==> config.mk <==
export PLATFORM = sky130hd
export DESIGN_NAME = mem_stage_ob
export DESIGN_NICKNAME = d
export VERILOG_FILES = /design/src/rtl/mem_stage_pkg.sv /design/src/rtl/ms_load_align.sv /design/src/rtl/mem_stage_ob.sv
export SDC_FILE = /design/constraint.sdc
export NUM_CORES = 1
export LEC_CHECK = 0
export ABC_CLOCK_PERIOD_IN_PS = 3490
export CAP_MARGIN = 20
export CORE_ASPECT_RATIO = 2
export CORE_MARGIN = 8
export CORE_UTILIZATION = 45
export CTS_BUF_LIST = sky130_fd_sc_hd__clkbuf_16
export DETAILED_ROUTE_END_ITERATION = 8
export HOLD_SLACK_MARGIN = 0.02
export MAX_ROUTING_LAYER = met4
export PLACE_DENSITY = 0.78
export RECOVER_POWER = 25
export SLEW_MARGIN = 40
export SYNTH_ARGS = -nofsm -noshare
export SYNTH_HDL_FRONTEND = slang
export SYNTH_HIERARCHICAL = 1
export SYNTH_SLANG_ARGS = --single-unit
==> constraint.sdc <==
create_clock -name clk -period 3.49 [get_ports clk]
set_input_delay 0.698 -clock clk [delete_from_list [all_inputs] [get_ports clk]]
set_output_delay 0.698 -clock clk [all_outputs]
set_load 0.01 [all_outputs]
==> src/rtl/mem_stage_pkg.sv <==
// Shared types for the memory stage: load-op bits, buffer entry, counter width.
// Optional forwarding data path is enabled by defining MS_FWD_EN.
package mem_stage_pkg;

  localparam int LD_B = 0;
  localparam int LD_H = 1;
  localparam int LD_S = 2;

  typedef struct packed {
    logic        valid;
    logic [31:0] pc;
    logic        gr_we;
    logic [4:0]  dest;
    logic [31:0] result;
    logic        ld;
    logic [2:0]  ld_op;
    logic [1:0]  addr_lo;
    logic        ex;
    logic        waiting;
  } entry_t;

  function automatic int disc_w(int depth);
    return $clog2(2 * depth + 1);
  endfunction

endpackage

==> src/rtl/ms_load_align.sv <==
// Load data alignment: picks the byte/half lane and extends to 32 bits.
module ms_load_align
  import mem_stage_pkg::*;
(
  input  logic [31:0] rdata,
  input  logic [1:0]  addr_lo,
  input  logic [2:0]  ld_op,
  output logic [31:0] result
);

  logic [7:0]  b;
  logic [15:0] h;

  always_comb begin
    b = rdata[{addr_lo, 3'b000} +: 8];
    h = addr_lo[1] ? rdata[31:16] : rdata[15:0];
    result = rdata;
    unique case (1'b1)
      ld_op[LD_B]: result = {{24{ld_op[LD_S] & b[7]}}, b};
      ld_op[LD_H]: result = {{16{ld_op[LD_S] & h[15]}}, h};
      default:     result = rdata;
    endcase
  end

endmodule

==> src/rtl/mem_stage_ob.sv <==
// Memory stage with in-order outstanding-request buffer and flush discard.
// Define MS_FWD_EN to build the forwarding ready/data muxes.
module mem_stage_ob
  import mem_stage_pkg::*;
#(
  parameter int DEPTH  = 2,
  parameter int SIDE_W = 64
) (
  input  logic              clk,
  input  logic              resetn,
  input  logic              flush,
  input  logic              es_to_ms_valid,
  output logic              ms_allow_in,
  input  logic [31:0]       es_pc,
  input  logic              es_gr_we,
  input  logic [4:0]        es_dest,
  input  logic [31:0]       es_res,
  input  logic              es_mem_req,
  input  logic              es_ld,
  input  logic [2:0]        es_ld_op,
  input  logic [1:0]        es_addr_lo,
  input  logic              es_ex,
  input  logic [SIDE_W-1:0] es_side,
  input  logic              data_sram_data_ok,
  input  logic [31:0]       data_sram_rdata,
  output logic              ms_to_ws_valid,
  input  logic              ws_allow_in,
  output logic [31:0]       ms_pc,
  output logic              ms_gr_we,
  output logic [4:0]        ms_dest,
  output logic [31:0]       ms_result,
  output logic              ms_ex,
  output logic [SIDE_W-1:0] ms_side,
  output logic              ms_ex_any,
  input  logic [4:0]        ds_src1,
  input  logic [4:0]        ds_src2,
  output logic              ms_src1_hit,
  output logic              ms_src2_hit,
  output logic              ms_src1_rdy,
  output logic              ms_src2_rdy,
  output logic [31:0]       ms_src1_data,
  output logic [31:0]       ms_src2_data,
  output logic              ms_resp_err
);

  localparam int PW = (DEPTH > 1) ? $clog2(DEPTH) : 1;
  localparam int CW = $clog2(DEPTH + 1);
  localparam int DW = disc_w(DEPTH);

  entry_t            ent  [DEPTH];
  logic [SIDE_W-1:0] side [DEPTH];
  logic [PW-1:0]     head;
  logic [PW-1:0]     tail;
  logic [CW-1:0]     count;
  logic [DW-1:0]     discard;

  function automatic logic [PW-1:0] age_idx(logic [PW-1:0] h, int i);
    int k;
    k = int'(h) + i;
    if (k >= DEPTH) k = k - DEPTH;
    return PW'(k);
  endfunction

  function automatic logic [PW-1:0] inc(logic [PW-1:0] p);
    return (int'(p) == DEPTH - 1) ? '0 : p + 1'b1;
  endfunction

  entry_t        hd;
  entry_t        nent;
  logic [PW-1:0] wsel;
  logic          any_wait;
  logic [DW-1:0] nwait;
  logic [DW-1:0] disc_flush;
  logic          ok_disc;
  logic          ok_done;
  logic          enq;
  logic          deq;
  logic [31:0]   ld_data;
  logic [2:0]    w_op;
  logic [1:0]    w_alo;

  assign hd = ent[head];

  // Oldest waiting entry owns the next in-order response.
  always_comb begin
    wsel      = '0;
    any_wait  = 1'b0;
    nwait     = '0;
    ms_ex_any = 1'b0;
    for (int i = 0; i < DEPTH; i++) begin
      if (ent[age_idx(head, i)].valid && ent[age_idx(head, i)].waiting) begin
        if (!any_wait) wsel = age_idx(head, i);
        any_wait = 1'b1;
        nwait    = nwait + 1'b1;
      end
      if (ent[i].valid && ent[i].ex) ms_ex_any = 1'b1;
    end
  end

  assign ms_resp_err = data_sram_data_ok && discard == '0 && !any_wait;
  assign ok_disc     = data_sram_data_ok && discard != '0;
  assign ok_done     = data_sram_data_ok && discard == '0 && any_wait;

  assign disc_flush = discard + nwait
                    + DW'(es_to_ms_valid && es_mem_req)
                    - DW'(ok_disc || ok_done);

  assign ms_allow_in    = count < CW'(DEPTH);
  assign enq            = es_to_ms_valid && ms_allow_in && !flush;
  assign ms_to_ws_valid = hd.valid && !hd.waiting && !flush;
  assign deq            = ms_to_ws_valid && ws_allow_in;

  assign w_op  = ent[wsel].ld_op;
  assign w_alo = ent[wsel].addr_lo;

  ms_load_align u_align (
    .rdata   (data_sram_rdata),
    .addr_lo (w_alo),
    .ld_op   (w_op),
    .result  (ld_data)
  );

  always_comb begin
    nent         = '0;
    nent.valid   = 1'b1;
    nent.pc      = es_pc;
    nent.gr_we   = es_gr_we;
    nent.dest    = es_dest;
    nent.result  = es_res;
    nent.ld      = es_ld;
    nent.ld_op   = es_ld_op;
    nent.addr_lo = es_addr_lo;
    nent.ex      = es_ex;
    nent.waiting = es_mem_req;
  end

  always_ff @(posedge clk) begin
    if (!resetn) begin
      for (int i = 0; i < DEPTH; i++) begin
        ent[i]  <= '0;
        side[i] <= '0;
      end
      head    <= '0;
      tail    <= '0;
      count   <= '0;
      discard <= '0;
    end else if (flush) begin
      for (int i = 0; i < DEPTH; i++) begin
        ent[i].valid   <= 1'b0;
        ent[i].waiting <= 1'b0;
      end
      head    <= '0;
      tail    <= '0;
      count   <= '0;
      discard <= disc_flush;
    end else begin
      if (ok_disc) discard <= discard - 1'b1;
      if (ok_done) begin
        ent[wsel].waiting <= 1'b0;
        if (ent[wsel].ld) ent[wsel].result <= ld_data;
      end
      if (deq) begin
        ent[head].valid <= 1'b0;
        head <= inc(head);
      end
      if (enq) begin
        ent[tail]  <= nent;
        side[tail] <= es_side;
        tail       <= inc(tail);
      end
      count <= count + CW'(enq) - CW'(deq);
    end
  end

  assign ms_pc     = hd.pc;
  assign ms_gr_we  = hd.gr_we;
  assign ms_dest   = hd.dest;
  assign ms_result = hd.result;
  assign ms_ex     = hd.ex;
  assign ms_side   = side[head];

  // Later (younger) matches override earlier ones.
`ifdef MS_FWD_EN
  logic [PW-1:0] sel1;
  logic [PW-1:0] sel2;
`endif

  always_comb begin
    ms_src1_hit = 1'b0;
    ms_src2_hit = 1'b0;
`ifdef MS_FWD_EN
    sel1 = '0;
    sel2 = '0;
`endif
    for (int i = 0; i < DEPTH; i++) begin
      if (ent[age_idx(head, i)].valid && ent[age_idx(head, i)].gr_we
          && ent[age_idx(head, i)].dest == ds_src1 && ds_src1 != 5'd0) begin
        ms_src1_hit = 1'b1;
`ifdef MS_FWD_EN
        sel1 = age_idx(head, i);
`endif
      end
      if (ent[age_idx(head, i)].valid && ent[age_idx(head, i)].gr_we
          && ent[age_idx(head, i)].dest == ds_src2 && ds_src2 != 5'd0) begin
        ms_src2_hit = 1'b1;
`ifdef MS_FWD_EN
        sel2 = age_idx(head, i);
`endif
      end
    end
  end

`ifdef MS_FWD_EN
  assign ms_src1_rdy  = ms_src1_hit && !ent[sel1].waiting;
  assign ms_src2_rdy  = ms_src2_hit && !ent[sel2].waiting;
  assign ms_src1_data = ms_src1_hit ? ent[sel1].result : 32'd0;
  assign ms_src2_data = ms_src2_hit ? ent[sel2].result : 32'd0;
`else
  assign ms_src1_rdy  = 1'b0;
  assign ms_src2_rdy  = 1'b0;
  assign ms_src1_data = 32'd0;
  assign ms_src2_data = 32'd0;
`endif

endmodule

==> Yosys cells after proc, flatten, opt, wreduce, memory -nomap -nowiden <==
Memories as Yosys holds them, arrays and structs flattened. A register that Yosys moved wholly into a read port is not among the register bits.
Index checks and enable logic that the tools add are counted.
{ "word_totals": {"regBits": 7, "input_bits": 190, "n_memories": 2, "word_cells": 129, "ram_bits": 286} }
{ "mem_list": {"columns": ["memory", "words", "word_bits", "read_ports", "rd_clocked_by_memory_dff", "write_ports", "line", "source"], "rows": [
  ["ent", 2, 79, 6, 1, 3, "mem_stage_ob.sv:50", "entry_t ent [DEPTH];"],
  ["side", 2, 64, 1, 1, 2, "mem_stage_ob.sv:51", "logic [SIDE_W-1:0] side [DEPTH];"]
]} }
{ "classes": {"n_addsub": 12, "reduce_logical": 37, "eq_ne": 4, "shifts": 1, "bitwise": 7, "order_cmp": 3, "n_mux": 59} }
{ "ops": {"columns": ["op", "count"], "rows": [
  ["$mux 79", 2],
  ["$reduce_or 79->1", 2],
  ["$mux 64", 1],
  ["$pmux 32 s2", 1],
  ["$reduce_or 64->1", 1],
  ["$mux 1", 49],
  ["$shiftx 32x6->8", 1],
  ["$logic_and 1x1->1", 24],
  ["$eq 5x5->1", 4],
  ["$mux 16", 1],
  ["$mux 3", 4],
  ["$reduce_bool 5->1", 2],
  ["$mux 4", 1],
  ["$or 1x1->1", 4],
  ["$add 3x1->3", 1],
  ["$add 3x1->3 const B", 1],
  ["$add 3x3->3", 1],
  ["$logic_not 1->1", 3],
  ["$logic_not 3->1", 1],
  ["$reduce_bool 3->1", 1],
  ["$sub 3x1->3", 1],
  ["$sub 3x1->3 const B", 1],
  ["$add 1x1->1 const B", 2],
  ["$add 1x1->2 const B", 1],
  ["other kinds (11)", 13]
]} }

==> Logic depth before layout (Yosys ltp) <==
Gate-level depths: netlist of the first run.
An unclocked memory read counts as a cell.
{ "depth": {"ltp_word": 15, "depth_mapped": 18} }

==> Hierarchy <==
The synthesis of the first run kept the hierarchy.
{ "modules_own_cells": {"columns": ["mod", "seq_area_each_um2", "n_inst", "cells_each", "area_per_inst_um2"], "rows": [
  ["mem_stage_ob", 8728.4, 1, 1134, 14361.3],
  ["ms_load_align", 0.0, 1, 118, 834.6]
]} }

==> Worst setup path before layout of the first run <==
OpenSTA, ideal clock, no wires.
{ "synth_path": {"path_kind": "register to register", "startpoint": "register (tool-made name)", "endpoint": "memory ent[0][16] in the netlist's numbering (data pin)", "path_stages_with_launch": 17, "required_time_ps": 3223, "path_buffers": 6, "arrival_time_ps": 3280, "path_slack_ps": -57, "path_cell_list": "dfxtp_1 -> buf_6 -> buf_2 -> buf_2 -> buf_2 -> o21a_1 -> inv_1 -> ha_1 -> a21bo_2 -> nand2_1 -> mux2_2 -> buf_6 -> buf_2 -> mux2_1 -> a221o_1 -> nand2_1 -> o21ai_0"} }
{ "synth_rtl": {"columns": ["element", "line"], "rows": [
  ["end: declaration", "mem_stage_ob.sv:50"]
]} }

==> run metrics, run 1 <==
Final Skew=~14 ps; Net Sw Frac=0.247; Hold Path Class=flip-flop to flip-flop; DRC Markers=0; WHS=approximately 560 ps; period utilization=0.964; Seq/Total Area, Yosys=0.574; Yosys reg bits=294; clk slew on worst S/H paths=roughly 70 ps; P_leak=approximately 8 nW; # IOs=a little under 400; core area=33,400 um2; reg2reg setup slack=190 ps; Nets=approximately 1,800; Final Power=approximately 8.5 mW; Vias=10,869; FFs w/ async S/R, synth=0; mux contribution to synthesized area=0.119; internal power component=approximately 6.4 mW; CP Cell Sequence=buf_12 > and3_1 > o22ai_1 > or4_1 > o22ai_1 > clkdlybuf4s50_1; hold path cells=2; # rows=95; syn avg cell area=around 12 um2; Flop pwr share=0.485; Crit path buffers/inverters=2; post-synthesis xor/xnor area fraction=0.0156; Synth Warn #=6; number of global-route vias before repair=~12,000; Detailed Routing Iterations Pass 1=8; post-DP HPWL=between 30,000 and 40,000 um; die area=between 40,000 and 50,000 um2; main combinational cell family by area after synthesis=simple AND/OR/NAND/NOR gates; placed instance count=approximately 2,000; Rel. slew slack=-0.0414; Synth Area in Compound Gates=0.0606; CP endpoint kind=output pin; # clock sinks=294; reg2reg end=discard[2]$_SDFFE_PN0P_; violated checks=max-capacitance violations, max-slew violations; Synth top area share=0.561; final non-filler cell total=2,027; Root Buffer=clkbuf_16; initial core utilization=0.455; largest net degree at the start of global routing=a little over 80; Final Setup Violations=0; cell mode on critical path=o22ai_1; PortBufs=330; hold path endpoint=count[0]$_SDFF_PP0_; slowest stage cell, crit path=clkdlybuf4s50_1; Post-Synth Adder-Cell Area=0.0100; Slew @ Worst Pin=around 1600 ps; share of cells above drive strength 1=0.171; FF-to-FF Start=head$_SDFFE_PP0P_; number of H-tree levels=1; post-synthesis simple-gate area fraction=0.157; setup_tns=0 ps; Cell Area, Synth=between 15,000 and 20,000 um2; via/cell ratio=about 5.4; clk_lat worst skew=560 ps; Avg WL per Cell=~22 um; 1st-iter DRT viols=roughly 670; hold_sp=count[0]$_SDFF_PP0_; Area Overhead vs Synth=30.5%; logic gate share of total power=0.164; status=complete, but fails checks; power density cells=roughly 430 nW/um2; Period minus WS final=approximately 3400 ps; sw power=2.11 mW; Req. time, crit path=between 2000 and 3000 ps; die extent in y=between 200 and 300 um; MaxCap Viol Count=1; Final Hold Fails=0; cell count after synthesis=1,252; worst stage delay on the critical path=570 ps; CTS tree=built; clock buffer depth=3; RSZ-0062 raised after global routing=true; top cells by count, synth=edfxtp_1, nand2_1, mux2_2; Die W=~150 um; Placer Congestion=0.890; first-pass GRT wire length=between 60,000 and 70,000 um; Critical Path Source Type=flip-flop; FMAX=between 0.2 and 0.3 GHz; leading area contributor after synthesis=edfxtp_1; WP data arrival=about 2700 ps; max-slew violations=82; number of synthesized flops with an enable pin=between 200 and 300; Clk pwr share=0.351; Total Routing Usage GR=0.221; synth top area cells=edfxtp_1, mux2_2, and2_1; critical path's top delay family=buffers and inverters; Post-Route WL=roughly 45,000 um; final core utilization=0.594; Routed Antenna Nets=0; CTS buffer count=27; cells on worst reg2reg path=13; crit path kind=flip-flop to output pin; top-count cell post-synth=edfxtp_1; CP Max Fanout=20; Netlist cell types=between 60 and 70; Max VDD drop=about 0.00034 V; gr ovfl total=0; main flop type after synthesis=edfxtp_1; initial antenna violation count=8
## cells by family after synthesis
kind of cell    after synthesis
fa+ha+maj                    11
compound gates              145
buf+inv                     171
other cells                   1
mux                         159
flops                       294
simple gates                444
xor+xnor                     27
## registers in the layout (all words and copies together), names as in the netlist, named ones only
signal,cells
ent,158
side,128
discard,3
count,2
head,1
tail,1
## worst max path at each step
stage | to | slack, ps | cells past startpoint
after floorplan | discard[2]$_SDFFE_PN0P_ | 7 | 17
after global placement | ms_src1_hit | 100 | 6
after detailed placement | discard[2]$_SDFFE_PN0P_ | -20 | 11
after CTS | ms_src1_hit | 5 | 5
after global routing | ent[1][12]$_DFFE_PP_ | -10 | 14
final | ms_src2_hit | 130 | 6
## per-stage QoR
stage | worst slack, ps | cell area, um2
floorplan | 7.35 | 15400
global placement | 104 | 18800
detailed placement | -22.7 | 18800
CTS | 5.31 | 19800
global route | -12.6 | 19800
finish | 127 | 19800
## power by group through the flow
stage               Combinational [mW]  Clock (mW)  Sequential (mW)
finish                            1.41        3.00             4.14
global route                      1.51        3.17             4.16
CTS                               1.40        3.05             4.14
detailed placement                1.39           0             4.22
global placement                  1.37           0             4.20
floorplan                        0.730           0             4.20
## layer usage
layer	GRT usage	up-vias	part of all wire
met5	-	-	0
met4	0.128	0	0.052
met3	0.0355	126	0.062
met2	0.395	489	0.54
met1	0.228	5270	0.34
li1	-	4984	-
## worst register-to-register path, stage by stage, from the launching register on
cell,delay (ps)
dfxtp_1,340
nand3b_1,240
and2_1,220
ha_1,230
or3b_2,500
nand2_1,90
ha_1,140
inv_1,50
fa_1,400
fa_2,350
xor2_1,170
a32oi_1,220
xnor2_1,100
and2_1,150
## final cells by class
class | instances | area, um2
clock buffer | 27 | 676
multi-input combinational | 852 | 5850
antenna | 8 | 20.0
timing repair buffer | 370 | 3720
tap | 436 | 546
clock inverter | 23 | 218
inverter | 17 | 63.8
fill | 2696 | 13600
sequential | 294 | 8740
## placed cells by master, fill, tap and decap left out, types with 5 or more instances in the layout
| master | instances |
|---|---|
| buf_12 | 9 |
| clkbuf_16 | 27 |
| clkinv_1 | 6 |
| buf_4 | 24 |
| xor2_1 | 15 |
| nor2_1 | 18 |
| nand3_1 | 11 |
| a21oi_2 | 10 |
| diode_2 | 8 |
| xnor2_1 | 12 |
| nor2b_1 | 10 |
| and2_1 | 109 |
| a211o_1 | 5 |
| a21oi_1 | 31 |
| conb_1 | 66 |
| mux2_2 | 138 |
| clkinv_2 | 7 |
| inv_1 | 17 |
| and2_0 | 6 |
| nand2b_1 | 6 |
| and3_1 | 113 |
| or2_2 | 6 |
| dfxtp_1 | 8 |
| mux2i_1 | 10 |
| nand2_1 | 142 |
| ha_1 | 9 |
| edfxtp_1 | 284 |
| clkdlybuf4s50_1 | 327 |
| o21ai_0 | 66 |
## repair_timing
item | CTS | global route
buffers inserted | 1 | 2
endpoints found under the setup margin | 54 | 43
resized for setup | 6 | 17
pin swaps | 0 | 1
cloned | 0 | 0
hold buffers | 0 | 0
Power figures use the tool's default switching activity.
==> run 2: changes to the inputs <==
- SKIP_LAST_GASP: default -> 1
==> run metrics, run 2 (synthesized netlist as in run 1, its figures left out) <==
Largest register FFs=158 (unchanged); WP data arrival=2690 ps (+20 ps); crit path kind=flip-flop to output pin; P_leak=7.85 nW (about the same); # IOs=397 (unchanged); RSZ-0062 raised after global routing=true; slowest stage cell, crit path=clkdlybuf4s50_1; most frequent cells in the layout=clkdlybuf4s50_1, edfxtp_1, nand2_1, mux2_2, and3_1; Detailed Routing Iterations Pass 1=5 (-3); CTS tree=built; sw power=2.11 mW (-0.18%); post-route cell area=19,800 um2 (about the same); Max VDD drop=0.000337 V (about the same); clk slew on worst S/H paths=70 ps (about the same); largest registers=ent: 158 flops, side: 128 flops, discard: 3 flops; most common cell after layout, fill and taps aside=clkdlybuf4s50_1; max-slew violations=82 (unchanged); PortBufs=330 (unchanged); post-DP HPWL=31,900 um (unchanged); Placer Congestion=0.890 (unchanged); Net Sw Frac=0.247 (-0.000272); largest net degree at the start of global routing=82 (unchanged); clk_lat worst skew=560 ps (about the same); placed cell area=18,800 um2 (unchanged); number of H-tree levels=1 (unchanged); period utilization=0.971 (+0.00754); Vias=10,883 (+0.13%); CTS buffer count=27 (unchanged); initial core utilization=0.455 (unchanged); # rows=95 (unchanged); WHS=563 ps (-0.502 ps); grt met2 use=0.395 (unchanged); 1st-iter DRT viols=690 (+2.4%); initial antenna violation count=8 (unchanged); Final Setup Violations=0 (unchanged); power density cells=431 nW/um2 (about the same); area of the multi-input gates=5850 um2 (about the same); FF+latch area=8740 um2 (unchanged); Req. time, crit path=2790 ps (about the same); FMAX=0.295 GHz (-0.78%); CP endpoint kind=output pin; Area Overhead vs Synth=30.4% (about the same); Die W=146 um (unchanged); die area=40,300 um2 (unchanged); Root Buffer=clkbuf_16; share of cells above drive strength 1=0.170 (-0.000632); Final Power=8.54 mW (about the same); Hold Path Class=flip-flop to flip-flop; status=complete, but fails checks; clock buffer depth=3 (unchanged); Nets=1,763 (unchanged); setup_tns=0 ps (unchanged); Rel. slew slack=-0.0372 (+0.00414); CP Cell Sequence=buf_4 > buf_6 > mux2_2 > clkdlybuf4s50_1; violated checks=max-capacitance violations, max-slew violations; Post-Route WL=44,900 um (about the same); gr busiest metal=met2; Flop pwr share=0.485 (about the same); Critical Path Source Type=flip-flop; gr ovfl total=0 (unchanged); internal power component=6.43 mW (about the same); met1 usage=0.228 (unchanged); Period minus WS final=3390 ps (+26.3 ps); # clock sinks=294 (unchanged); Clk pwr share=0.351 (about the same); final core utilization=0.593 (about the same); Avg WL per Cell=22.2 um (about the same); number of global-route vias before repair=11,548 (unchanged); die extent in y=276 um (unchanged); fill count=2,696 (unchanged); met3 GRT Util=0.0355 (unchanged); final non-filler cell total=2,027 (unchanged); worst stage delay on the critical path=500 ps (-70 ps); first-pass GRT wire length=67,000 um (unchanged); Final Skew=12.1 ps (-1.82 ps); logic gate share of total power=0.164 (about the same); MaxCap Viol Count=1 (unchanged); Final WS setup=100 ps (-26.3 ps); placed instance count=1,966 (unchanged); Total Routing Usage GR=0.221 (unchanged); Top reg by flops=ent; CP Max Fanout=63 (+220%); DRC Markers=0 (unchanged); via/cell ratio=5.37 (+0.13%); hold_sp=count[0]$_SDFF_PP0_; Final Hold Fails=0 (unchanged); Slew @ Worst Pin=1560 ps (-6.20 ps); Routed Antenna Nets=0 (unchanged); Setup WS pre-CTS=-22.7 ps (unchanged); core area=33,400 um2 (unchanged)
[run 2: cell counts in the layout (fill, tap and decap cells not counted)]
Identical to the previous run, type by type.
[run 2: cell type report]
class                      count  share of cell area
tap                          436              0.0275
clock buffer                  27              0.0341
timing repair buffer         370               0.187
sequential                   294               0.441
inverter                      17             0.00322
clock inverter                23              0.0110
multi-input combinational    852               0.295
antenna                        8             0.00101
[run 2: power by group through the flow]
stage	Clock, mW	Combinational [mW]	Sequential (mW)
CTS	3.05	1.40	4.14
finish	2.99	1.40	4.14
global placement	0	1.37	4.20
global route	3.17	1.51	4.16
detailed placement	0	1.39	4.22
floorplan	0	0.730	4.20
[run 2: layer usage]
metal,vias to the layer above,part of all wire
li1,4981,-
met3,134,0.063
met1,5256,0.34
met4,0,0.054
met2,512,0.54
met5,-,0
[run 2: critical path, delay by kind of cell, from the launching register on]
kind     cells  cell delay (ps)
buf+inv      3             1130
flops        1              440
mux          1              460
[run 2: path summary, 6_finish.rpt]
check	end	slack [ps]	cells after the start
max	ms_result[21]	100	4
min	count[0]$_SDFF_PP0_	560	2
max reg2reg	discard[2]$_SDFFE_PN0P_	150	14
min reg2reg	count[0]$_SDFF_PP0_	560	2
[run 2: repair_timing]
action | in CTS | in global routing
endpoints found under the setup margin | 54 | 43
pin swaps | 0 | 1
buffers inserted | 1 | 2
resized for setup | 6 | 15
hold buffers | 0 | 0
